File: src/rtl/cpu_types_pkg.sv
// Shared CPU-side types: the RAM handshake state and the machine word.
package cpu_types_pkg;

  typedef logic [31:0] word_t;

  typedef enum logic [1:0] {
    FREE   = 2'd0,
    BUSY   = 2'd1,
    ACCESS = 2'd2,
    ERROR  = 2'd3
  } ramstate_t;

endpackage

File: src/rtl/diaosi_types_pkg.sv
// Coherence controller state encoding.
package diaosi_types_pkg;

  typedef enum logic [3:0] {
    IDLE   = 4'd0,
    WB1    = 4'd1,
    WB2    = 4'd2,
    SNOOP  = 4'd3,
    C2C1   = 4'd4,
    C2C2   = 4'd5,
    LD1    = 4'd6,
    LD2    = 4'd7,
    INV    = 4'd8,
    IFETCH = 4'd9
  } CcState_t;

endpackage

File: src/rtl/coherence_ctrl_if.sv
// Cache/RAM bus seen by the coherence controller; index of every per-core field = core.
interface coherence_ctrl_if #(parameter int CPUS = 2);

  logic [CPUS-1:0]                     dREN, dWEN, cctrans, ccwrite;
  cpu_types_pkg::word_t [CPUS-1:0]     daddr, dstore;
  logic [CPUS-1:0]                     dwait;
  cpu_types_pkg::word_t [CPUS-1:0]     dload;
  logic [CPUS-1:0]                     ccwait, ccinv;
  cpu_types_pkg::word_t [CPUS-1:0]     ccsnoopaddr;
  logic [CPUS-1:0]                     iREN, iwait;
  cpu_types_pkg::word_t [CPUS-1:0]     iaddr, iload;
  logic                                ramREN, ramWEN;
  cpu_types_pkg::word_t                ramaddr, ramstore, ramload;
  cpu_types_pkg::ramstate_t            ramstate;

  modport master (
    input  dREN, dWEN, cctrans, ccwrite, daddr, dstore, iREN, iaddr, ramload, ramstate,
    output dwait, dload, ccwait, ccinv, ccsnoopaddr, iwait, iload,
           ramREN, ramWEN, ramaddr, ramstore
  );

  modport slave (
    output dREN, dWEN, cctrans, ccwrite, daddr, dstore, iREN, iaddr, ramload, ramstate,
    input  dwait, dload, ccwait, ccinv, ccsnoopaddr, iwait, iload,
           ramREN, ramWEN, ramaddr, ramstore
  );

endinterface

File: src/rtl/rr_arb2.sv
// Two-requester round-robin grant. The pointer is loaded externally so that
// several instances can track one shared fairness history.
module rr_arb2 (
  input  logic       CLK,
  input  logic       RST,
  input  logic [1:0] req,
  input  logic       ptr_ld,
  input  logic       ptr_val,
  output logic       gnt,
  output logic       dual
);

  logic last_reg;

  always_ff @(posedge CLK) begin
    if (RST) begin
      last_reg <= 1'b0;
    end else if (ptr_ld) begin
      last_reg <= ptr_val;
    end
  end

  // A lone requester wins outright; a tie goes to the core not served last.
  assign dual = &req;
  assign gnt  = dual ? ~last_reg : req[1];

endmodule

File: src/rtl/coherence_ctrl.sv
// Bus/coherence controller for two cores: arbitrates dcache/icache block
// transfers onto one RAM port and sequences snoop/invalidate with the peer dcache.
module coherence_ctrl
  import cpu_types_pkg::*, diaosi_types_pkg::*;
#(
  parameter int CPUS = 2
) (
  input logic              CLK,
  input logic              RST,
  coherence_ctrl_if.master ccif
);

  CcState_t        state_reg, state_next;
  logic            g_reg, g_next;
  word_t           snp_addr_reg, snp_addr_next;
  logic [CPUS-1:0] dreq;
  logic            p, access;
  logic            d_gnt, d_dual, i_gnt, i_dual;
  logic            ptr_ld, ptr_val;

  for (genvar gi = 0; gi < CPUS; gi++) begin : g_dreq
    assign dreq[gi] = ccif.dREN[gi] | ccif.dWEN[gi] | ccif.cctrans[gi];
  end

  assign p      = ~g_reg;
  assign access = (ccif.ramstate == ACCESS);

  rr_arb2 u_darb (.CLK(CLK), .RST(RST), .req(dreq), .ptr_ld(ptr_ld), .ptr_val(ptr_val),
                  .gnt(d_gnt), .dual(d_dual));
  rr_arb2 u_iarb (.CLK(CLK), .RST(RST), .req(ccif.iREN), .ptr_ld(ptr_ld), .ptr_val(ptr_val),
                  .gnt(i_gnt), .dual(i_dual));

  always_ff @(posedge CLK) begin
    if (RST) begin
      state_reg    <= IDLE;
      g_reg        <= 1'b0;
      snp_addr_reg <= '0;
    end else begin
      state_reg    <= state_next;
      g_reg        <= g_next;
      snp_addr_reg <= snp_addr_next;
    end
  end

  always_comb begin
    state_next    = state_reg;
    g_next        = g_reg;
    snp_addr_next = snp_addr_reg;
    ptr_ld        = 1'b0;
    ptr_val       = 1'b0;
    case (state_reg)
      IDLE: begin
        // Any dcache traffic outranks instruction fetch.
        if (|dreq) begin
          g_next  = d_gnt;
          ptr_ld  = d_dual;
          ptr_val = d_gnt;
          if (ccif.dWEN[d_gnt]) begin
            state_next = WB1;
          end else begin
            snp_addr_next = ccif.daddr[d_gnt];
            state_next    = ccif.dREN[d_gnt] ? SNOOP : INV;
          end
        end else if (|ccif.iREN) begin
          g_next     = i_gnt;
          ptr_ld     = i_dual;
          ptr_val    = i_gnt;
          state_next = IFETCH;
        end
      end
      WB1:    if (access) state_next = WB2;
      WB2:    if (access) state_next = IDLE;
      SNOOP:  if (ccif.cctrans[p]) state_next = ccif.ccwrite[p] ? C2C1 : LD1;
      C2C1:   if (access) state_next = C2C2;
      C2C2:   if (access) state_next = IDLE;
      LD1:    if (access) state_next = LD2;
      LD2:    if (access) state_next = IDLE;
      INV:    if (ccif.cctrans[p]) state_next = IDLE;
      IFETCH: if (access) state_next = IDLE;
      default: state_next = IDLE;
    endcase
  end

  always_comb begin
    ccif.dwait       = '1;
    ccif.iwait       = '1;
    ccif.ccwait      = '0;
    ccif.ccinv       = '0;
    ccif.ccsnoopaddr = '0;
    ccif.dload       = '0;
    ccif.iload       = '0;
    ccif.ramREN      = 1'b0;
    ccif.ramWEN      = 1'b0;
    ccif.ramaddr     = '0;
    ccif.ramstore    = '0;
    case (state_reg)
      WB1, WB2: begin
        ccif.ramWEN       = 1'b1;
        ccif.ramaddr      = ccif.daddr[g_reg];
        ccif.ramstore     = ccif.dstore[g_reg];
        ccif.dwait[g_reg] = ~access;
      end
      SNOOP: begin
        ccif.ccwait[p]      = 1'b1;
        ccif.ccsnoopaddr[p] = snp_addr_reg;
      end
      C2C1, C2C2: begin
        // Dirty peer block goes to the requester and to RAM in the same beat.
        ccif.ramWEN       = 1'b1;
        ccif.ramaddr      = ccif.daddr[p];
        ccif.ramstore     = ccif.dstore[p];
        ccif.dload[g_reg] = ccif.dstore[p];
        ccif.dwait[p]     = ~access;
        ccif.dwait[g_reg] = ~access;
      end
      LD1, LD2: begin
        ccif.ramREN       = 1'b1;
        ccif.ramaddr      = ccif.daddr[g_reg];
        ccif.dload[g_reg] = ccif.ramload;
        ccif.dwait[g_reg] = ~access;
      end
      INV: begin
        ccif.ccwait[p]      = 1'b1;
        ccif.ccinv[p]       = 1'b1;
        ccif.ccsnoopaddr[p] = snp_addr_reg;
      end
      IFETCH: begin
        ccif.ramREN       = 1'b1;
        ccif.ramaddr      = ccif.iaddr[g_reg];
        ccif.iload[g_reg] = ccif.ramload;
        ccif.iwait[g_reg] = ~access;
      end
      default: ;
    endcase
  end

endmodule

File: src/flat_wrapper.sv
// flat-port wrapper written by rule: the top's interface ports become plain ports
module coherence_ctrl_flat import cpu_types_pkg::*, diaosi_types_pkg::*;
#(
  parameter int CPUS = 2
)
  (CLK, RST, ccif_dREN, ccif_dWEN, ccif_cctrans, ccif_ccwrite, ccif_daddr, ccif_dstore, ccif_iREN, ccif_iaddr, ccif_ramload, ccif_ramstate, ccif_dwait, ccif_dload, ccif_ccwait, ccif_ccinv, ccif_ccsnoopaddr, ccif_iwait, ccif_iload, ccif_ramREN, ccif_ramWEN, ccif_ramaddr, ccif_ramstore);
  coherence_ctrl_if #(.CPUS(CPUS)) ccif_i ();
  input logic CLK;
  input logic RST;
  input wire logic [$bits(ccif_i.dREN)-1:0] ccif_dREN;
  input wire logic [$bits(ccif_i.dWEN)-1:0] ccif_dWEN;
  input wire logic [$bits(ccif_i.cctrans)-1:0] ccif_cctrans;
  input wire logic [$bits(ccif_i.ccwrite)-1:0] ccif_ccwrite;
  input wire logic [$bits(ccif_i.daddr)-1:0] ccif_daddr;
  input wire logic [$bits(ccif_i.dstore)-1:0] ccif_dstore;
  input wire logic [$bits(ccif_i.iREN)-1:0] ccif_iREN;
  input wire logic [$bits(ccif_i.iaddr)-1:0] ccif_iaddr;
  input wire logic [$bits(ccif_i.ramload)-1:0] ccif_ramload;
  input wire logic [$bits(ccif_i.ramstate)-1:0] ccif_ramstate;
  output wire logic [$bits(ccif_i.dwait)-1:0] ccif_dwait;
  output wire logic [$bits(ccif_i.dload)-1:0] ccif_dload;
  output wire logic [$bits(ccif_i.ccwait)-1:0] ccif_ccwait;
  output wire logic [$bits(ccif_i.ccinv)-1:0] ccif_ccinv;
  output wire logic [$bits(ccif_i.ccsnoopaddr)-1:0] ccif_ccsnoopaddr;
  output wire logic [$bits(ccif_i.iwait)-1:0] ccif_iwait;
  output wire logic [$bits(ccif_i.iload)-1:0] ccif_iload;
  output wire logic [$bits(ccif_i.ramREN)-1:0] ccif_ramREN;
  output wire logic [$bits(ccif_i.ramWEN)-1:0] ccif_ramWEN;
  output wire logic [$bits(ccif_i.ramaddr)-1:0] ccif_ramaddr;
  output wire logic [$bits(ccif_i.ramstore)-1:0] ccif_ramstore;
  assign ccif_i.dREN = ccif_dREN;
  assign ccif_i.dWEN = ccif_dWEN;
  assign ccif_i.cctrans = ccif_cctrans;
  assign ccif_i.ccwrite = ccif_ccwrite;
  assign ccif_i.daddr = ccif_daddr;
  assign ccif_i.dstore = ccif_dstore;
  assign ccif_i.iREN = ccif_iREN;
  assign ccif_i.iaddr = ccif_iaddr;
  assign ccif_i.ramload = ccif_ramload;
  assign ccif_i.ramstate = ccif_ramstate;
  assign ccif_dwait = ccif_i.dwait;
  assign ccif_dload = ccif_i.dload;
  assign ccif_ccwait = ccif_i.ccwait;
  assign ccif_ccinv = ccif_i.ccinv;
  assign ccif_ccsnoopaddr = ccif_i.ccsnoopaddr;
  assign ccif_iwait = ccif_i.iwait;
  assign ccif_iload = ccif_i.iload;
  assign ccif_ramREN = ccif_i.ramREN;
  assign ccif_ramWEN = ccif_i.ramWEN;
  assign ccif_ramaddr = ccif_i.ramaddr;
  assign ccif_ramstore = ccif_i.ramstore;
  coherence_ctrl #(.CPUS(CPUS)) u_core (.CLK(CLK), .RST(RST), .ccif(ccif_i));
endmodule
File: config.mk
export PLATFORM = sky130hd
export DESIGN_NAME = coherence_ctrl_flat
export DESIGN_NICKNAME = d
export VERILOG_FILES = /design/src/rtl/cpu_types_pkg.sv /design/src/rtl/diaosi_types_pkg.sv /design/src/rtl/coherence_ctrl_if.sv /design/src/rtl/rr_arb2.sv /design/src/rtl/coherence_ctrl.sv /design/src/flat_wrapper.sv
export SDC_FILE = /design/constraint.sdc
export NUM_CORES = 1
export LEC_CHECK = 0
export CORE_AREA = 2 2 195 197
export CTS_BUF_LIST = sky130_fd_sc_hd__clkbuf_8
export CTS_CLUSTER_SIZE = 10
export DETAILED_ROUTE_END_ITERATION = 8
export DIE_AREA = 0 0 197 199
export PLACE_DENSITY_LB_ADDON = 0.05
export SLEW_MARGIN = 30
export SYNTH_ARGS = -nofsm -noshare
export SYNTH_HDL_FRONTEND = slang
export SYNTH_HIERARCHICAL = 1
export SYNTH_SLANG_ARGS = --single-unit
export TNS_END_PERCENT = 30
File: constraint.sdc
create_clock -name CLK -period 6.6 [get_ports CLK]
set_input_delay 0.66 -clock CLK [delete_from_list [all_inputs] [get_ports CLK]]
set_output_delay 0.66 -clock CLK [all_outputs]
set_load 0.005 [all_outputs]
# == Yosys cells after proc, flatten, opt, wreduce, memory -nomap -nowiden ==
# Index checks and enable logic that the tools add are counted.
# totals
reg_bits,38
word_cells,122
# classes
magnitude_cmp,5
eq_ne,17
muxes,62
n_bitwise,15
n_reduce_logical,19
# op_table
operator,count
32-bit 2-to-1 mux,14
64-bit bitwise AND,3
64-bit 2-to-1 mux,2
64-bit case mux with 2 select lines,1
32-bit case mux with 3 select lines,1
32-bit demux with 1-bit select,2
32-bit case mux with 2 select lines,1
4-bit 2-to-1 mux,10
4-bit case mux with 7 select lines,1
1-bit 2-to-1 mux,22
"4-bit by 3-bit equality test with 1-bit output, second input constant",4
"2-bit by 1-bit inequality test with 1-bit output, second input constant",6
2-bit OR reduction,6
4-bit OR reduction,3
"4-bit by 2-bit equality test with 1-bit output, second input constant",2
"4-bit equality test, second input constant",2
2-bit 2-to-1 mux,4
7-bit AND reduction,1
"1-bit by 2-bit < comparator with 1-bit output, second input constant",3
2-bit AND reduction,3
"4-bit by 1-bit equality test with 1-bit output, second input constant",1
4-bit zero test,1
1-bit NOT,4
2-bit NOT,2
12 further kinds,19

# == Depth between registers and ports, before layout ==
# logic_depth
word_depth,10
mapped_depth,10
mapped_depth_nobuf,8

# == Cells and area by module ==
# Netlist, hierarchy kept.
# by_module_without_submodules
mod,instances,cells_per_inst,area_each_um2,seq_area_each_um2
coherence_ctrl,1,726,5645.4,740.7
rr_arb2,2,5,47.5,20.0

# == Worst setup path after synthesis ==
# Ideal clock, no wire load.
# synth_timing
path_type,input port to flip-flop
startpoint,input port ccif_dWEN[0]
endpoint,register u_core.snp_addr_reg[22]
arrival_time_ns,2.648
required_ns,6.519
path_slack_ns,3.871
stages,10
path_buffers,3
path_cell_list,nor3_1 -> inv_1 -> a21boi_0 -> clkbuf_1 -> mux2_2 -> a211oi_2 -> buf_6 -> buf_8 -> nor2_2 -> a211oi_2
# synth_via
elab_chain_len,8
# synth_rtl
element,line_no,rtl
start: declaration,flat_wrapper.sv:11,input wire logic [$bits(ccif_i.dWEN)-1:0] ccif_dWEN;
1-bit OR * (2 in a row),coherence_ctrl.sv:22,assign dreq[gi] = ccif.dREN[gi] | ccif.dWEN[gi] | ccif.cctrans[gi];
net u_core.dreq[0],coherence_ctrl.sv:16,logic [CPUS-1:0] dreq;
2-bit AND reduction *,rr_arb2.sv:24,assign dual = &req;
1-bit 2-to-1 mux *,rr_arb2.sv:25,assign gnt = dual ? ~last_reg : req[1];
net u_core.d_gnt,coherence_ctrl.sv:18,"logic d_gnt, d_dual, i_gnt, i_dual;"
1-bit 2-to-1 mux (not written as such) (2 in a row),coherence_ctrl.sv:58,if (ccif.dWEN[d_gnt]) begin
1-bit NOT (no source line),n/a,
3-bit AND reduction (no source line),n/a,
end signal: assignment,coherence_ctrl.sv:41,snp_addr_reg <= snp_addr_next;
end: declaration,coherence_ctrl.sv:15,"word_t snp_addr_reg, snp_addr_next;"
# The timed path passes the listed nets; every way through them passes the cells marked *. The select of a mux whose other input is x is not followed.
# A chain may end at the register's enable or synchronous reset.

# == Worst setup path after layout ==
# layout_timing
startpoint,register u_core.g_reg
endpoint,output port ccif_dload[39]
# layout_via
elab_chain_len,6
# layout_rtl
element,line_no,rtl
start: declaration,coherence_ctrl.sv:14,"logic g_reg, g_next;"
start signal: assignment,coherence_ctrl.sv:40,g_reg <= g_next;
1-bit by 2-bit < comparator with 1-bit output (not written as such) / 1-bit >= comparator (equally long branches),"coherence_ctrl.sv:112, coherence_ctrl.sv:119",
1-bit logical AND (not written as such),"coherence_ctrl.sv:112, coherence_ctrl.sv:119",
32-bit 2-to-1 mux (not written as such),"coherence_ctrl.sv:112, coherence_ctrl.sv:119",
32-bit demux with 1-bit select,n/a,
64-bit bitwise AND (no source line),n/a,
64-bit case mux with 2 select lines *,coherence_ctrl.sv:96,case (state_reg)
end: declaration,flat_wrapper.sv:21,output wire logic [$bits(ccif_i.dload)-1:0] ccif_dload;
# Every way passes the cells marked *; elsewhere a longest branch is shown, timed or not. The select of a mux whose other input is x is not followed.

==> impl_results.md <==
* Synth Register Bits at 39
* Area Overhead vs Synth at 94.8%
* Post-Syn Nets at 974
* Root Buffer: clkbuf_8
* Post-detail-place hpwl at 30.9 mm
* Die area at 39200 um2
* Global-route wire length before repair at 56.5 mm
* Slew @ Worst Pin at 0.995 ns
* Initial antenna violation count at 3
* Vias after detailed routing at 8153
* Worst path required time at 5.94 ns
* Min Tclk post-route at 4.65 ns
* TritonCTS Buffers at 5
* Cell taking the most area after synthesis: a221oi_1
* Core Rows at 71
* PwrDens at 292 nW/um2
* Share of layout cells above drive strength 1 at 7.16%
* Largest cells by area after synthesis: a221oi_1 16%, dfxtp_1 14%, mux2i_1 11%
* Chip Height at 199 um
* DRT Pass-1 Iters at 8
* CTS Buffer Depth at 2
* Clk sink count at 39
* RSZ-0062 raised after global routing: no
* Total wire length at 40.0 mm
* Critical Path AT at 3.99 ns
* Type of origin of the critical path: flop
* Max_cap viols at 0
* # port buffers at 503
* Gpl congestion at 0.797
* Post-Syn Instances at 736
* 1st-iter DRT viols at 608
* Core area at 37100 um2
* Clock-pin slew on the worst setup and hold paths at 0.09 ns
* Final hold vios at 0
* CTS tree: yes
* Crit path capture type: output pin
* Post-CTS setup buffer count at 0
* Synth Area per Inst at 7.80 um2
* Final max-slew violation count at 0
* WP buf/inv at 3
* Fmax at 0.215 GHz
* Levels on crit path at 5
* Netlist Area Pre-Place at 5740 um2
* Initial cell density of the core at 15.5%
* Share of the cycle needed by the critical path after routing at 70.5%
* Boundary pin count at 504
* Largest net degree at the start of global routing at 84
* DRC viols at 0
* Peak supply drop at 179 uV
* CTS HTree Levels at 2
* Clk Latency, worst-skew pair at 0.31 ns
* Critical-path cell list: clkinv_2, nor2_2, buf_4, a22o_1, clkdlybuf4s50_1
* WL/cell at 24.5 um
* Fin Clk Skew at 0.0157 ns
* Synth top area share at 15.9%
* Synth cell types at 42
* Outcome: completed
* Slew HR at 33.7%
* Yosys warnings at 6
* Post_cts resized at 0
* Crit-path max FO at 55
* Vias in the first global route at 7992
* Leakage power at 4.20 nW
* Commonest cells after routing, fill and taps aside: 502 x clkdlybuf4s50_1, 104 x a221oi_1, 69 x and2_1
* GRT Residual Overflow at 0
* Register area share after synthesis at 13.6%
* Critical-path top delay cell: clkinv_2
* Slowest Stage Delay on Critical Path at 0.88 ns
* Most common cell after layout, fill and taps aside: clkdlybuf4s50_1
* # setup viols final at 0
* Vias per cell at 4.99
* Post-CTS Hold Buffers at 0
* GRT Total Usage at 19.2%
* # nets final at 1396
* R2R depth at 6
* Non-Filler Instances at 1635
* Final antenna-violating net count at 0
* Placed Cells at 1625
* Max reg flops at 32
* Worst Hold Depth at 2
* Die Width at 197 um
* Final design utilization at 30.1%
* Setup_tns at 0 ns
* Hold crit path type: reg -> reg
* Crit path kind: reg -> out
* Crit path max-delay family: buffers and inverters
==> path summary, 6_finish.rpt <==
check                         start                endpoint  slack, ns
max                    u_core/g_reg          ccif_dload[39]       1.95
min reg2reg  u_core/u_iarb/last_reg  u_core/u_iarb/last_reg       0.50
min          u_core/u_iarb/last_reg  u_core/u_iarb/last_reg       0.50
max reg2reg            u_core/g_reg     u_core/state_reg[1]       3.59
==> worst min-delay path, stage by stage, from the launching register on <==
cell and delay (ns):
dfxtp_1 0.34, mux2i_1 0.06, nor2_1 0.07
==> logic make-up (layout without fill, tap and decap cells) <==
kind of cell | after synthesis | in the layout | synth area share [%]
AOI/OAI and AO/OA | 270 | 270 | 42.1
DFF | 39 | 39 | 13.6
buffers and inverters | 108 | 531 | 8.37
xor gates and xnor gates | 2 | 2 | 0.305
and+or+nand+nor | 248 | 248 | 23.5
other | 0 | 2 | 0
muxes | 69 | 69 | 12.1
==> where the power goes <==
group	leakage (nW)	switching [mW]	internal, mW
combinational	3.83	1.29	1.28
sequential	0.323	0.171	0.326
clock	0.0517	0.104	0.0860
total	4.20	1.57	1.69
==> cell usage after synthesis, drive strengths merged <==
master and number:
o32ai 1, nand3 4, a22o 66, o31ai 2, and2 69, or2 2
o21ba 1, mux2 4, clkbuf 77, nand3b 1, nor3 7, inv 5
a221oi 104, and3 68, or4 2, o32a 1, dfxtp 39, a21boi 2
nand4 1, xnor2 2, a221o 1, a21oi 7, a2111oi 2, a21o 1
o31a 1, mux2i 65, a222oi 24, a211oi 34, o22ai 19, o21ai 3
nor2 77, nor2b 6, buf 26, a22oi 1, nand2 11
==> layout make-up <==
cell class	instances	area, um2
Sequential cell	39	785
Inverter	5	20.0
Clock inverter	2	15.0
Antenna cell	2	5.00
Timing Repair Buffer	518	5140
Fill cell	3971	26000
Clock buffer	6	82.6
Tap cell	474	593
Multi-Input combinational cell	589	4540
==> per-stage QoR <==
step	hold slack, ns	power, mW	setup slack [ns]	instance area [um2]
6_report	0.501	3.26	1.95	11200
5_1_grt	0.553	3.53	1.68	11200
4_1_cts	0.512	3.32	1.92	11200
3_5_place_dp	0.486	3.11	2.17	11100
3_3_place_gp	0.495	3.11	2.10	11100
2_1_floorplan	0.455	1.79	3.87	5740
==> layer usage <==
layer	global-route usage [%]	wire, um
met1	22.5	15600
met2	35.0	20500
met3	4.75	3000
met4	4.40	890
met5	0	23
Power figures use the tool's default switching activity.
